[src/rtl/led_pkg.sv]
// led_pkg
// Shared types and defaults for the LED matrix scan path.
//   scan_state_t : scan sequencer states
//   DEF_COLS     : columns shifted per sub-field
//   DEF_PLANES   : bit-planes per colour channel
//   DEF_BASE_ON  : lit cycles for plane 0
//   on_time()    : lit cycles for a given plane (base_on << plane)
package led_pkg;

  typedef enum logic [2:0] {
    IDLE,
    SHIFT,
    WAIT,
    BLANK,
    LATCH
  } scan_state_t;

  localparam int DEF_COLS    = 32;
  localparam int DEF_PLANES  = 4;
  localparam int DEF_BASE_ON = 64;

  // Binary-coded modulation: each plane is lit twice as long as the one below.
  function automatic int unsigned on_time(input int unsigned plane,
                                          input int unsigned base_on = DEF_BASE_ON);
    return base_on << plane;
  endfunction

endpackage

[src/rtl/bcm_on_timer.sv]
// bcm_on_timer
// Down-counter holding the remaining lit time of the displayed sub-field.
// Ports:
//   clk      : clock
//   rst      : synchronous active-high reset, clears the count
//   load     : load load_val this cycle (takes priority over counting)
//   load_val : new lit time
//   nonzero  : count != 0, the panel may be lit
//   expiring : count <= 1, the count is 0 from the next cycle on
module bcm_on_timer #(
  parameter int WIDTH = 10
) (
  input  logic             clk,
  input  logic             rst,
  input  logic             load,
  input  logic [WIDTH-1:0] load_val,
  output logic             nonzero,
  output logic             expiring
);

  logic [WIDTH-1:0] count;

  // Load wins over decrement; otherwise count down and park at zero.
  always_ff @(posedge clk) begin
    if (rst) begin
      count <= '0;
    end else if (load) begin
      count <= load_val;
    end else if (count != '0) begin
      count <= count - WIDTH'(1);
    end
  end

  assign nonzero  = (count != '0);
  // Zero or one both mean the count will read zero on the next cycle,
  // which is when the sequencer wants to be in BLANK.
  assign expiring = (count[WIDTH-1:1] == '0);

endmodule

[src/rtl/matrix_scan_ctrl.sv]
// matrix_scan_ctrl
// Scan sequencer for a 32x16 HUB75-style panel (1/8 scan). Outer loop is
// bit-planes, inner loop is rows; the next sub-field is shifted while the
// current one is displayed.
// Ports:
//   clk, rst    : clock, synchronous active-high reset
//   enb         : run request, scanning continues while high
//   row_eq_7    : row counter's load row is the last row
//   rowct_clr   : clear the row counter (held while idle)
//   rowct_enb   : advance the row counter (latch cycle)
//   col         : column index for the frame-buffer read
//   load_plane  : plane being shifted
//   disp_plane  : plane being displayed
//   sclk, lat   : panel shift clock and latch strobe
//   oe_n        : panel output enable, active-low
//   frame_done  : pulse on the last latch of a frame
module matrix_scan_ctrl
  import led_pkg::*;
#(
  parameter int COLS    = DEF_COLS,
  parameter int PLANES  = DEF_PLANES,
  parameter int BASE_ON = DEF_BASE_ON
) (
  input  logic                      clk,
  input  logic                      rst,
  input  logic                      enb,
  input  logic                      row_eq_7,
  output logic                      rowct_clr,
  output logic                      rowct_enb,
  output logic [$clog2(COLS)-1:0]   col,
  output logic [$clog2(PLANES)-1:0] load_plane,
  output logic [$clog2(PLANES)-1:0] disp_plane,
  output logic                      sclk,
  output logic                      lat,
  output logic                      oe_n,
  output logic                      frame_done
);

  localparam int CW = $clog2(COLS);
  localparam int PW = $clog2(PLANES);
  localparam int TW = $clog2((BASE_ON << (PLANES - 1)) + 1);

  scan_state_t   state, state_d;
  logic          phase, phase_d;
  logic [CW-1:0] col_d;
  logic [PW-1:0] load_plane_d, disp_plane_d;
  logic          timer_load;
  logic [TW-1:0] timer_val;
  logic          timer_nz, timer_expiring;

  // The new disp_plane is the current load_plane, so the lit time is
  // looked up from load_plane while in LATCH.
  assign timer_val = TW'(on_time(32'(load_plane), BASE_ON));

  bcm_on_timer #(
    .WIDTH(TW)
  ) u_timer (
    .clk      (clk),
    .rst      (rst),
    .load     (timer_load),
    .load_val (timer_val),
    .nonzero  (timer_nz),
    .expiring (timer_expiring)
  );

  // Registered sequencer state; reset aborts any sub-field in progress.
  always_ff @(posedge clk) begin
    if (rst) begin
      state      <= IDLE;
      phase      <= 1'b0;
      col        <= '0;
      load_plane <= '0;
      disp_plane <= '0;
    end else begin
      state      <= state_d;
      phase      <= phase_d;
      col        <= col_d;
      load_plane <= load_plane_d;
      disp_plane <= disp_plane_d;
    end
  end

  // Next-state logic. SHIFT spends two cycles per column (sclk low, then
  // high). Leaving SHIFT or WAIT is decided one cycle early so that BLANK
  // lands on the first cycle with the timer at zero.
  always_comb begin
    state_d      = state;
    phase_d      = phase;
    col_d        = col;
    load_plane_d = load_plane;
    disp_plane_d = disp_plane;
    timer_load   = 1'b0;

    case (state)
      IDLE: begin
        if (enb) begin
          state_d = SHIFT;
          col_d   = '0;
          phase_d = 1'b0;
        end
      end

      SHIFT: begin
        if (!phase) begin
          phase_d = 1'b1;
        end else begin
          phase_d = 1'b0;
          if (col == CW'(COLS - 1)) begin
            state_d = timer_expiring ? BLANK : WAIT;
          end else begin
            col_d = col + CW'(1);
          end
        end
      end

      WAIT: begin
        if (timer_expiring) begin
          state_d = BLANK;
        end
      end

      BLANK: begin
        if (enb) begin
          state_d = LATCH;
        end else begin
          state_d      = IDLE;
          load_plane_d = '0;
          disp_plane_d = '0;
        end
      end

      LATCH: begin
        disp_plane_d = load_plane;
        if (row_eq_7) begin
          load_plane_d = (load_plane == PW'(PLANES - 1)) ? '0 : load_plane + PW'(1);
        end
        timer_load = 1'b1;
        state_d    = SHIFT;
        col_d      = '0;
        phase_d    = 1'b0;
      end

      default: begin
        state_d = IDLE;
      end
    endcase
  end

  // Panel strobes decode only registered state, phase and timer.
  assign sclk       = (state == SHIFT) && phase;
  assign lat        = (state == LATCH);
  assign rowct_enb  = (state == LATCH);
  assign rowct_clr  = (state == IDLE);
  assign oe_n       = !(timer_nz && ((state == SHIFT) || (state == WAIT)));
  assign frame_done = (state == LATCH) && row_eq_7 && (load_plane == PW'(PLANES - 1));

endmodule

[config.mk]
export PLATFORM = sky130hd
export DESIGN_NAME = matrix_scan_ctrl
export DESIGN_NICKNAME = d
export VERILOG_FILES = /design/src/rtl/led_pkg.sv /design/src/rtl/bcm_on_timer.sv /design/src/rtl/matrix_scan_ctrl.sv
export SDC_FILE = /design/constraint.sdc
export NUM_CORES = 1
export LEC_CHECK = 0
export CAP_MARGIN = 20
export CORE_MARGIN = 2
export CORE_UTILIZATION = 53
export CTS_BUF_LIST = sky130_fd_sc_hd__clkbuf_8 sky130_fd_sc_hd__clkbuf_16
export CTS_CLUSTER_SIZE = 14
export DETAILED_ROUTE_END_ITERATION = 10
export PLACE_DENSITY = 0.9
export REMOVE_ABC_BUFFERS = 1
export SLEW_MARGIN = 20
export SYNTH_ARGS = -nofsm -noshare
export SYNTH_HDL_FRONTEND = slang
export SYNTH_SLANG_ARGS = --single-unit
[constraint.sdc]
create_clock -name clk -period 2.2 [get_ports clk]
set_input_delay 0.44 -clock clk [delete_from_list [all_inputs] [get_ports clk]]
set_output_delay 0.44 -clock clk [all_outputs]
set_load 0.005 [all_outputs]
Word level (Yosys, flattened, before mapping)
Cells that the tools add are included.
{ "word_totals": {"ff_bits": 23, "inputBits": 4, "output_inout_bits": 15, "word_cells": 62} }
{ "op_classes": {"addsub": 3, "eq_ne": 13, "shift": 1, "muxes": 22, "reduce_logical": 17} }
{ "ops": {"columns": ["op", "n"], "rows": [
  ["two-way mux 10 bit", 2],
  ["two-way mux 3 bit", 5],
  ["two-way mux 5 bit", 3],
  ["one-hot mux 3 bit (5 select lines)", 1],
  ["one-hot mux 5 bit (3 select lines)", 1],
  ["!= test 2 bit, second input constant", 7],
  ["nonzero test 10 bit", 1],
  ["<< shifter 7 x 2 -> 10 bit, first input constant", 1],
  ["subtractor 10 x 1 -> 10 bit, second input constant", 1],
  ["logical NOT 9 bit", 1],
  ["one-hot mux 2 bit (2 select lines)", 2],
  ["AND reduction 4 bit", 2],
  ["== test 3 x 2 -> 1 bit, second input constant", 2],
  ["two-way mux 2 bit", 3],
  ["adder 5 x 1 -> 5 bit, second input constant", 1],
  ["== test 5 bit, second input constant", 1],
  ["logical AND 1 bit", 4],
  ["two-way mux 1 bit", 4],
  ["AND reduction 2 bit", 2],
  ["nonzero test 2 bit", 2],
  ["== test 3 x 1 -> 1 bit, second input constant", 1],
  ["== test 3 bit, second input constant", 1],
  ["logical NOT 3 bit", 1],
  ["one-hot mux 1 bit (3 select lines)", 1],
  ["other kinds (6)", 6]
]} }

Longest topological paths before layout
Gate-level depths: netlist (run 1).
{ "depth": {"ltp_word": 5, "ltp_mapped": 7, "depth_no_buf": 7} }

Cells and area by module
From an unflattened synthesis (run 1), not the netlist that was laid out.
{ "unflattened": {"cells_unflattened": 158, "area_unflattened_um2": 1403.8} }
{ "modules_own_cells": {"columns": ["module", "n_inst", "cells_per_inst", "area_per_inst_um2", "seq_area_each_um2"], "rows": [
  ["matrix_scan_ctrl", 1, 90, 795.8, 260.2],
  ["bcm_on_timer", 1, 68, 608.1, 200.2]
]} }

Worst setup path before layout (run 1)
Ideal clock, no wire load.
{ "synth_timing": {"kind": "register to register", "startpoint": "register col[0]", "endpoint": "register col[0]", "setup_time_ns": 0.128, "t_arrival_ns": 1.636, "required_time_ns": 2.072, "setup_slack_ns": 0.436, "path_stages_with_launch": 8, "n_path_buf": 0, "period_less_slack_ns": 1.764, "path_cell_list": "dfxtp_1 ha_1 and3_1 ha_1 nand4bb_1 a21oi_1 mux2i_1 nor2_1"} }
{ "synth_between": {"elab_chain_cells": 4, "elab_cells_between_ends": 7, "cone_classes": "1 x add/sub; 2 x eq/ne; 3 x mux; 1 x reduce/logical"} }
{ "synth_lines": {"columns": ["item", "line_no", "text"], "rows": [
  ["from (decl)", "matrix_scan_ctrl.sv:30", "output logic [$clog2(COLS)-1:0] col,"],
  ["from (signal assigned)", "matrix_scan_ctrl.sv:77", "col <= col_d;"],
  ["adder 5 x 1 -> 5 bit", "matrix_scan_ctrl.sv:111", "col_d = col + CW'(1);"],
  ["two-way mux 5 bit", "matrix_scan_ctrl.sv:108", "if (col == CW'(COLS - 1)) begin"],
  ["two-way mux 5 bit", "matrix_scan_ctrl.sv:104", "if (!phase) begin"],
  ["one-hot mux 5 bit (3 select lines)", "matrix_scan_ctrl.sv:94", "case (state)"]
]} }
Parallel ways exist; a longest one is shown, timed or not. The select of a mux whose other input is x is not followed.
A chain may end at the register's enable or synchronous reset.

Worst setup path in the final report (run 1)
{ "layout_timing": {"startpoint": "register u_timer.count[6]", "endpoint": "output port oe_n"} }
{ "layout_between": {"elab_chain_cells": 3} }
{ "layout_lines": {"columns": ["item", "line_no", "text"], "rows": [
  ["from (decl)", "bcm_on_timer.sv:21", "logic [WIDTH-1:0] count;"],
  ["from (signal assigned)", "bcm_on_timer.sv:28", "count <= load_val;"],
  ["from (signal assigned)", "bcm_on_timer.sv:30", "count <= count - WIDTH'(1);"],
  ["nonzero test 10 bit", "bcm_on_timer.sv:34", "assign nonzero = (count != '0);"],
  ["logical AND 1 bit", "matrix_scan_ctrl.sv:154", "assign oe_n = !(timer_nz && ((state == SHIFT) || (state == WAIT)));"],
  ["logical NOT 1 bit", "matrix_scan_ctrl.sv:154", null],
  ["to (decl)", "matrix_scan_ctrl.sv:35", "output logic oe_n,"]
]} }
No other way between the ends.

==> results, run 1 <==
- The power density relative to cell area is 1220 nW/um2.
- At the worst endpoint, the required time is 1760 ps.
- The port buffer count is 18.
- In the synthesized netlist the dominant register cell turns out to be sky130_fd_sc_hd__dfxtp_1.
- The final setup violation count is 0.
- The met1 capacity usage during global routing is 0.288.
- The detailed-route DRC error count is 0.
- The number of antenna violations at the first check in global routing is 0.
- After synthesis, the share of flip-flops with an asynchronous set or reset is 0.
- The detailed router finished its first iteration with 33 violations.
- No sink is reached through more buffers than the 2 on the longest clock path.
- The number of global-route vias before repair is 1163.
- TritonCTS built the clock tree.
- The worst setup path is of the flip-flop to output pin kind.
- Measured along the x axis, the die boundary spans 54 um.
- The run finished with clean final reports.
- Relative to the synthesized area, the layout overhead comes to 25.3%.
- Detailed routing inserted a total of 1261 vias.
- In the finished design, the share of the clock period the worst path needs comes to 0.976.
- The startpoint class of the critical path is a flip-flop.
- The final hold slack is 506 ps.
- In this run, post-CTS hold repair placed 0 buffers.
- In the post-route analysis, the smallest setup slack over all paths is between 50 and 60 ps.
- The final RePlAce weighted congestion is around 0.87.
- The cell leakage power is 0.631 nW.
- The height of the die is roughly 54 um.
- In this run, CTS created clock tree buffers numbering 3.
- The accumulated negative setup slack is 0 ps.
- After detailed routing, the total wire length is just over 3000 um.
- VDD sags by at most approximately 0.67 mV.
- The highest net fanout along the worst path is 5.
- The combined global-route utilization of all metal layers is 0.228.
- The layer with the highest usage after global routing is met2.
- A synthesized cell averages 8.44 um2.
- Of the cells placed in the final design, the portion with a size suffix greater than 1 is 0.187.
- Across the routed clock network, the largest skew measured is 9.42 ps.
- The effective utilization at floorplan is 0.545.
- In this run the remaining antenna-violating nets after routing total 0.
- After synthesis the netlist holds a flip-flop and latch count of 23.
- Synthesis instantiated 44 different standard cells from the library.
- The cell area after technology mapping is 1330 um2.
- After clock tree synthesis, the clock-pin slew on the worst setup and hold paths is 90 ps.
- The clock period minus final worst setup slack is roughly 2100 ps.
- Timing analysis after detailed placement gives a worst setup slack of 183 ps.
- Summed over all layers, the global routing overflow is 0.
- Counting flops with a built-in enable in the synthesized netlist gives 0.
- The maximum clock frequency is 466 MHz.
- The per-cell routed wire length is 14.7 um.
- After technology mapping, the gate count stands at 157.
- STA classifies the critical path endpoint as an output pin.
- The repair_antennas step left the layout with diodes totalling 0.
- The pin count of the biggest net entering global routing is 20.
- The relative slew slack is 0.658.
- The final count of hold timing violations came to 0.
- The number of sinks handled by clock tree synthesis is 23.
- Summed over all nets, the half-perimeter wirelength after detailed placement is ~2200 um.
- The final-stage net count is between 150 and 200.
- The data arrival time at the worst-slack endpoint is 1710 ps.
- In this run the number of H-tree levels came out at 1.
- The first-pass iteration count of the detailed router is 4.
- Across the run, the number of max-cap violations was 0.
- The core region area is approximately 2400 um2.
- Once layout is complete, the utilization of the core stands at 0.683.
- The met3 routing resource usage after global routing is 0.0389.
- The boundary pin count is 19.
- The global-route wire length before repair is around 5000 um.
- The number of placement rows is 18.
- For met2 alone, demand over resource in global routing was 0.396.
- At the pin with the least slew margin, the transition time is roughly 510 ps.
- The clock insertion delay at the later pin of the skew report is 270 ps.
- The setup slack of the most critical reg-to-reg path is 260 ps.
- For this run, the number of Yosys warnings is 0.
- The area of the die is between 2000 and 3000 um2.
- The worst min-delay path category is flip-flop to flip-flop.
- The mean number of vias per cell is 5.95.
- Of the synthesized area, sequential elements account for 0.347.
- The tree is rooted in a sky130_fd_sc_hd__clkbuf_8.
- The count of pins over their slew limit is 0.
-- layout make-up --
type / count / area, um2
Fill cell: 184 / 772
Clock inverter: 1 / 5.00
Inverter: 8 / 30.0
Tap cell: 30 / 37.5
Multi-Input combinational cell: 118 / 813
Clock buffer: 3 / 41.3
Sequential cell: 23 / 470
Timing Repair Buffer: 29 / 263
-- cells by family (layout without fill, tap and decap cells) --
family	Yosys count	count (layout)	synth area share
simple gates	68	68	0.292
buf+inv	16	41	0.0557
flops	23	23	0.347
compound gates	34	34	0.175
fa+ha+maj	7	7	0.0661
xor+xnor	5	5	0.0330
mux	4	4	0.0312
-- cells in the final DEF, fill, tap and decap left out, types with 2 or more instances in the layout --
cell / instances
sky130_fd_sc_hd__nand3_1: 7
sky130_fd_sc_hd__clkbuf_8: 3
sky130_fd_sc_hd__buf_4: 11
sky130_fd_sc_hd__a21oi_1: 11
sky130_fd_sc_hd__nor4_4: 2
sky130_fd_sc_hd__a31oi_1: 2
sky130_fd_sc_hd__o21ai_0: 2
sky130_fd_sc_hd__nor4b_1: 2
sky130_fd_sc_hd__nor2_1: 23
sky130_fd_sc_hd__and3_1: 3
sky130_fd_sc_hd__inv_1: 7
sky130_fd_sc_hd__nand2_2: 2
sky130_fd_sc_hd__clkdlybuf4s50_1: 18
sky130_fd_sc_hd__dfxtp_1: 17
sky130_fd_sc_hd__nor3_1: 4
sky130_fd_sc_hd__nand4_1: 2
sky130_fd_sc_hd__a311oi_1: 2
sky130_fd_sc_hd__nand2_1: 8
sky130_fd_sc_hd__nor2b_1: 2
sky130_fd_sc_hd__mux2i_1: 3
sky130_fd_sc_hd__nand3_2: 2
sky130_fd_sc_hd__xnor2_1: 5
sky130_fd_sc_hd__ha_1: 6
sky130_fd_sc_hd__nand2b_1: 2
sky130_fd_sc_hd__a22oi_1: 2
sky130_fd_sc_hd__or3_1: 3
sky130_fd_sc_hd__a211oi_1: 6
sky130_fd_sc_hd__dfxtp_2: 5
-- worst max-delay path, stage by stage (launching register included) --
cell                              delay (ps)
sky130_fd_sc_hd__dfxtp_4                 370
sky130_fd_sc_hd__nor4_4                  310
sky130_fd_sc_hd__nand3_2                 170
sky130_fd_sc_hd__nand2_2                  90
sky130_fd_sc_hd__clkdlybuf4s50_1         490
-- repair_timing --
action / in CTS / in global routing
gates resized for setup: 3 / 9
setup endpoints to repair: 2 / 2
pin swaps: 1 / 2
buffers inserted: 0 / 3
-- metal layers --
layer / part of all wire / vias up
met5: 0 / -
met4: 0.010 / 0
met3: 0.031 / 6
met2: 0.51 / 24
met1: 0.45 / 610
li1: - / 621
-- flip-flops by register name (all words and copies together), names as in the netlist --
name / count
load_plane: 2
u_timer.count: 10
state: 3
phase: 1
disp_plane: 2
col: 5
-- worst paths after layout --
| path | from | endpoint | cells after the start |
|---|---|---|---|
| max | u_timer.count[6]$_SDFFE_PP0P_ | oe_n | 4 |
| max reg2reg | col[0]$_SDFFE_PP0P_ | col[0]$_SDFFE_PP0P_ | 7 |
| min reg2reg | col[4]$_SDFFE_PP0P_ | col[4]$_SDFFE_PP0P_ | 2 |
| min | col[4]$_SDFFE_PP0P_ | col[4]$_SDFFE_PP0P_ | 2 |
-- where the power goes --
| group | leakage, nW | total [mW] | internal (mW) | switching, mW |
|---|---|---|---|---|
| Sequential | 0.191 | 0.671 | 0.519 | 0.152 |
| Clock | 0.0255 | 0.268 | 0.127 | 0.142 |
| Combinational | 0.415 | 1.08 | 0.556 | 0.524 |
-- synthesized netlist by cell type, drive strengths merged (5+ instances only) --
cell type	count	area, um2
a21oi	11	55.1
inv	8	30.0
ha	7	87.6
dfxtp	23	460
nand2	10	40.0
xnor2	5	43.8
a211oi	6	45.0
nor2	24	90.1
nand3	9	50.1
-- metrics by stage --
stage | cells | power [mW] | instance area [um2]
2_1_floorplan | 149 | 1.29 | 1280
3_3_place_gp | 205 | 1.55 | 1560
3_5_place_dp | 205 | 1.61 | 1560
4_1_cts | 209 | 1.91 | 1610
5_1_grt | 212 | 2.16 | 1660
6_report | 212 | 2.02 | 1660
No activity file was read; power rests on OpenSTA's default activity.
==> inputs of run 2 (changes only) <==
--- a/config.mk
+++ b/config.mk
@@ -6,12 +6,12 @@
 export NUM_CORES = 1
 export LEC_CHECK = 0
 export CAP_MARGIN = 20
-export CORE_MARGIN = 2
-export CORE_UTILIZATION = 53
+export CORE_UTILIZATION = 61
 export CTS_BUF_LIST = sky130_fd_sc_hd__clkbuf_8 sky130_fd_sc_hd__clkbuf_16
 export CTS_CLUSTER_SIZE = 14
 export DETAILED_ROUTE_END_ITERATION = 10
-export PLACE_DENSITY = 0.9
+export DONT_BUFFER_PORTS = 1
+export PLACE_DENSITY = 0.89
 export REMOVE_ABC_BUFFERS = 1
 export SLEW_MARGIN = 20
 export SYNTH_ARGS = -nofsm -noshare
==> run 2 against run 1 <==
Against the previous run:
- clock-buffer cell count stayed put
- largest power group unchanged
- critical endpoint is now frame_done
- first-iteration DRC count down 30%
- global-route usage increased by 0.54 points
- sequential share of layout area increased by 5.1 points
- largest cell class unchanged
- die area shrank 19%
- worst hold slack got worse by 270 ps
==> results, run 2 (synthesis results as in run 1) <==
- The worst min-delay path category was input pin to flip-flop (was flip-flop to flip-flop).
- The number of placement rows is 16 (was 18).
- The root buffer cell is sky130_fd_sc_hd__clkbuf_8 (unchanged).
- The accumulated negative setup slack is 0 ps (unchanged).
- The clock period minus final worst setup slack is 2010 ps (was 2150 ps).
- The start point of the worst min-delay path is rst (was col[4]$_SDFFE_PP0P_).
- The combined global-route utilization of all metal layers is 0.234 (was 0.228).
- The number of resized instances in the post-cts repair step came to 0 (was 3).
- The number of antenna violations at the first check in global routing is 0 (unchanged).
- The instance count after placement with tap cells included is 178 (was 205).
- The highest net fanout along the worst path came to 16 (was 5).
- The global-route wire length before repair came to 4370 um (was 4990 um).
- The cell with the biggest individual delay on the critical path is sky130_fd_sc_hd__dfxtp_1 (was sky130_fd_sc_hd__clkdlybuf4s50_1).
- The power density relative to cell area is 1260 nW/um2 (was 1220 nW/um2).
- The DRC marker count from the first detailed-route iteration is 23 (was 33).
- The count of pins over their slew limit is 0 (unchanged).
- The number of flip-flops in the largest register is 10 (unchanged).
- The startpoint of the worst setup timing path is state[1]$_SDFFE_PP0P_ (was u_timer.count[6]$_SDFFE_PP0P_).
- The start of the worst register-to-register path was col[0]$_SDFFE_PP0P_ (unchanged).
- The most common library cell in the layout ignoring fill and taps is sky130_fd_sc_hd__nor2_1 (unchanged).
- The number of global-route vias before repair is 1070 (was 1163).
- The kind of critical path is flip-flop to output pin (unchanged).
- The final standard cell area without fillers is 1380 um2 (was 1660 um2).
- The width of the die is 48.6 um (was 54 um).
- The final-stage net count is 167 (was 194).
- The count of buffers added by post-CTS timing repair for setup is 0 (unchanged).
- The relative slew slack is 0.646 (was 0.658).
- The final clock period utilization by the worst path came to 0.915 (was 0.976).
- The effective utilization at floorplan is 0.662 (was 0.545).
- The via total after detailed routing is 1117 (was 1261).
- The final setup violation count is 0 (unchanged).
- The data arrival time at the worst-slack endpoint was 1570 ps (was 1710 ps).
- The boundary pin count is 19 (unchanged).
- The transition at the pin with the smallest max-transition slack is 530 ps (was 512 ps).
- Setup repair after global routing left no endpoint under its margin.
- The peak ir drop on the vdd network is 0.646 mV (was 0.665 mV).
- The maximum level of the CTS H-tree is 1 (unchanged).
- The delay contributed by the slowest stage of the critical path is 660 ps (was 490 ps).
- The maximum clock frequency is 497 MHz (was 466 MHz).
- The TritonCTS clock tree is built (unchanged).
- The final hold slack was 234 ps (was 506 ps).
- The area added between synthesis and finish is 3.87% (was 25.3%).
- The worst setup slack before clock tree synthesis is 303 ps (was 183 ps).
- The number of antenna cells inserted is 0 (unchanged).
- The instance area after placement is 1330 um2 (was 1560 um2).
- Critical path, cell by cell: nor2_1 -> nand2_2 -> inv_2 -> and3_1 (was nor4_4 -> nand3_2 -> nand2_2 -> clkdlybuf4s50_1).
- The post-route clock skew is 1.20 ps (was 9.42 ps).
- The cell leakage power is 0.518 nW (was 0.631 nW).
- The clock transition at the registers of the reported paths is 80 ps (was 90 ps).
- The final RePlAce weighted congestion is 0.770 (was 0.868).
- The number of buffers inserted by hold repair at cts came to 0 (unchanged).
- The per-cell routed wire length is 14.2 um (was 14.7 um).
- The residual antenna-violating net count after detailed routing is 0 (unchanged).
- The critical path required time is 1760 ps (about the same).
- The aggregate routed wire length is 2590 um (was 3120 um).
- The final count of hold timing violations came to 0 (unchanged).
- The number of sinks handled by clock tree synthesis came to 23 (unchanged).
- The area of the die is 2360 um2 (was 2920 um2).
- The setup slack of the critical path after layout was 186 ps (was 53.8 ps).
- The startpoint class of the critical path is a flip-flop (unchanged).
- The count of placed standard cells in the final layout, fillers left out is 182 (was 212).
- The core region area is 2000 um2 (was 2430 um2).
- The CTS buffer count came to 3 (unchanged).
- Top flop regs: u_timer.count: 10 flops, col: 5 flops, state: 3 flops (unchanged).
- The number of max-cap violations is 0 (unchanged).
- The register containing the most flip-flops in the final layout is u_timer.count (unchanged).
- The ratio of cells with drive above 1 in the final layout is 0.0968 (was 0.187).
- The type of destination of the critical path is an output pin (unchanged).
- Top library cells by usage in the layout, fill and taps aside: sky130_fd_sc_hd__nor2_1, sky130_fd_sc_hd__dfxtp_1, sky130_fd_sc_hd__a21oi_1, sky130_fd_sc_hd__nand2_1, sky130_fd_sc_hd__nand3_1 (was sky130_fd_sc_hd__nor2_1, sky130_fd_sc_hd__clkdlybuf4s50_1, sky130_fd_sc_hd__dfxtp_1, sky130_fd_sc_hd__a21oi_1, sky130_fd_sc_hd__buf_4).
- The pin count of the biggest net entering global routing is 17 (was 20).
- The maximum count of clock buffers along a single path is 2 (unchanged).
- The mean number of vias per cell was 6.14 (was 5.95).
- The HPWL after detailed placement is 1800 um (was 2180 um).
- The port buffer count was 0 (was 18).
- Result of the run: finished, final reports clean (unchanged).
- The aggregate global routing overflow is 0 (unchanged).
- The clock insertion delay at the later pin of the skew report is 260 ps (was 270 ps).
- The detailed-route DRC error count is 0 (unchanged).
- The first-pass iteration count of the detailed router is 4 (unchanged).
- The height of the die is 48.6 um (was 54 um).
-- run 2: layer usage --
layer / up-vias / global-route usage / routed length [um]
met3: 5 / 0.0692 / 174
met4: 0 / 0.0980 / 33
li1: 566 / - / -
met2: 42 / 0.417 / 1280
met5: - / 0 / 0
met1: 504 / 0.254 / 1100
-- run 2: worst max-delay path, delay by kind of cell (launching register included) --
| family | cells | cell delay, ps |
|---|---|---|
| AND/OR/NAND/NOR | 3 | 530 |
| flip-flops | 1 | 660 |
| buffers and inverters | 1 | 120 |
-- run 2: final cells by class --
type,count,area [um2]
repair buffers,2,15.0
inverters,8,30.0
clock inverters,1,5.00
flip-flops and latches,23,460
well taps,27,33.8
multi-input cells,118,791
fillers,160,626
clock buffers,3,41.3
-- run 2: final timing paths --
kind                                     end  slack, ps  depth (start not counted)
setup reg to reg         col[0]$_SDFFE_PP0P_        290                          7
hold / removal    load_plane[1]$_SDFFE_PP0P_        230                          1
hold reg to reg          col[4]$_SDFFE_PP0P_        510                          2
setup / recovery                  frame_done        190                          4
-- run 2: power by group --
group	internal (mW)	switching (mW)	total, mW	leakage, nW
clock network	0.126	0.134	0.260	0.0255
logic	0.392	0.403	0.796	0.304
registers	0.509	0.171	0.680	0.188
total	1.03	0.709	1.74	0.518
-- run 2: stage by stage --
stage                util  power (mW)
floorplan               -        1.29
detailed placement  0.664        1.48
CTS                 0.688        1.73
global placement    0.664        1.44
finish              0.688        1.74
global route        0.688        1.87
==> inputs of run 3 (changes only) <==
--- a/config.mk
+++ b/config.mk
@@ -8,7 +8,7 @@
 export CAP_MARGIN = 20
 export CORE_UTILIZATION = 61
 export CTS_BUF_LIST = sky130_fd_sc_hd__clkbuf_8 sky130_fd_sc_hd__clkbuf_16
-export CTS_CLUSTER_SIZE = 14
+export CTS_CLUSTER_SIZE = 10
 export DETAILED_ROUTE_END_ITERATION = 10
 export DONT_BUFFER_PORTS = 1
 export PLACE_DENSITY = 0.89
==> results of run 3 <==
Final layout, timing and power as in run 2 (identical DEF).
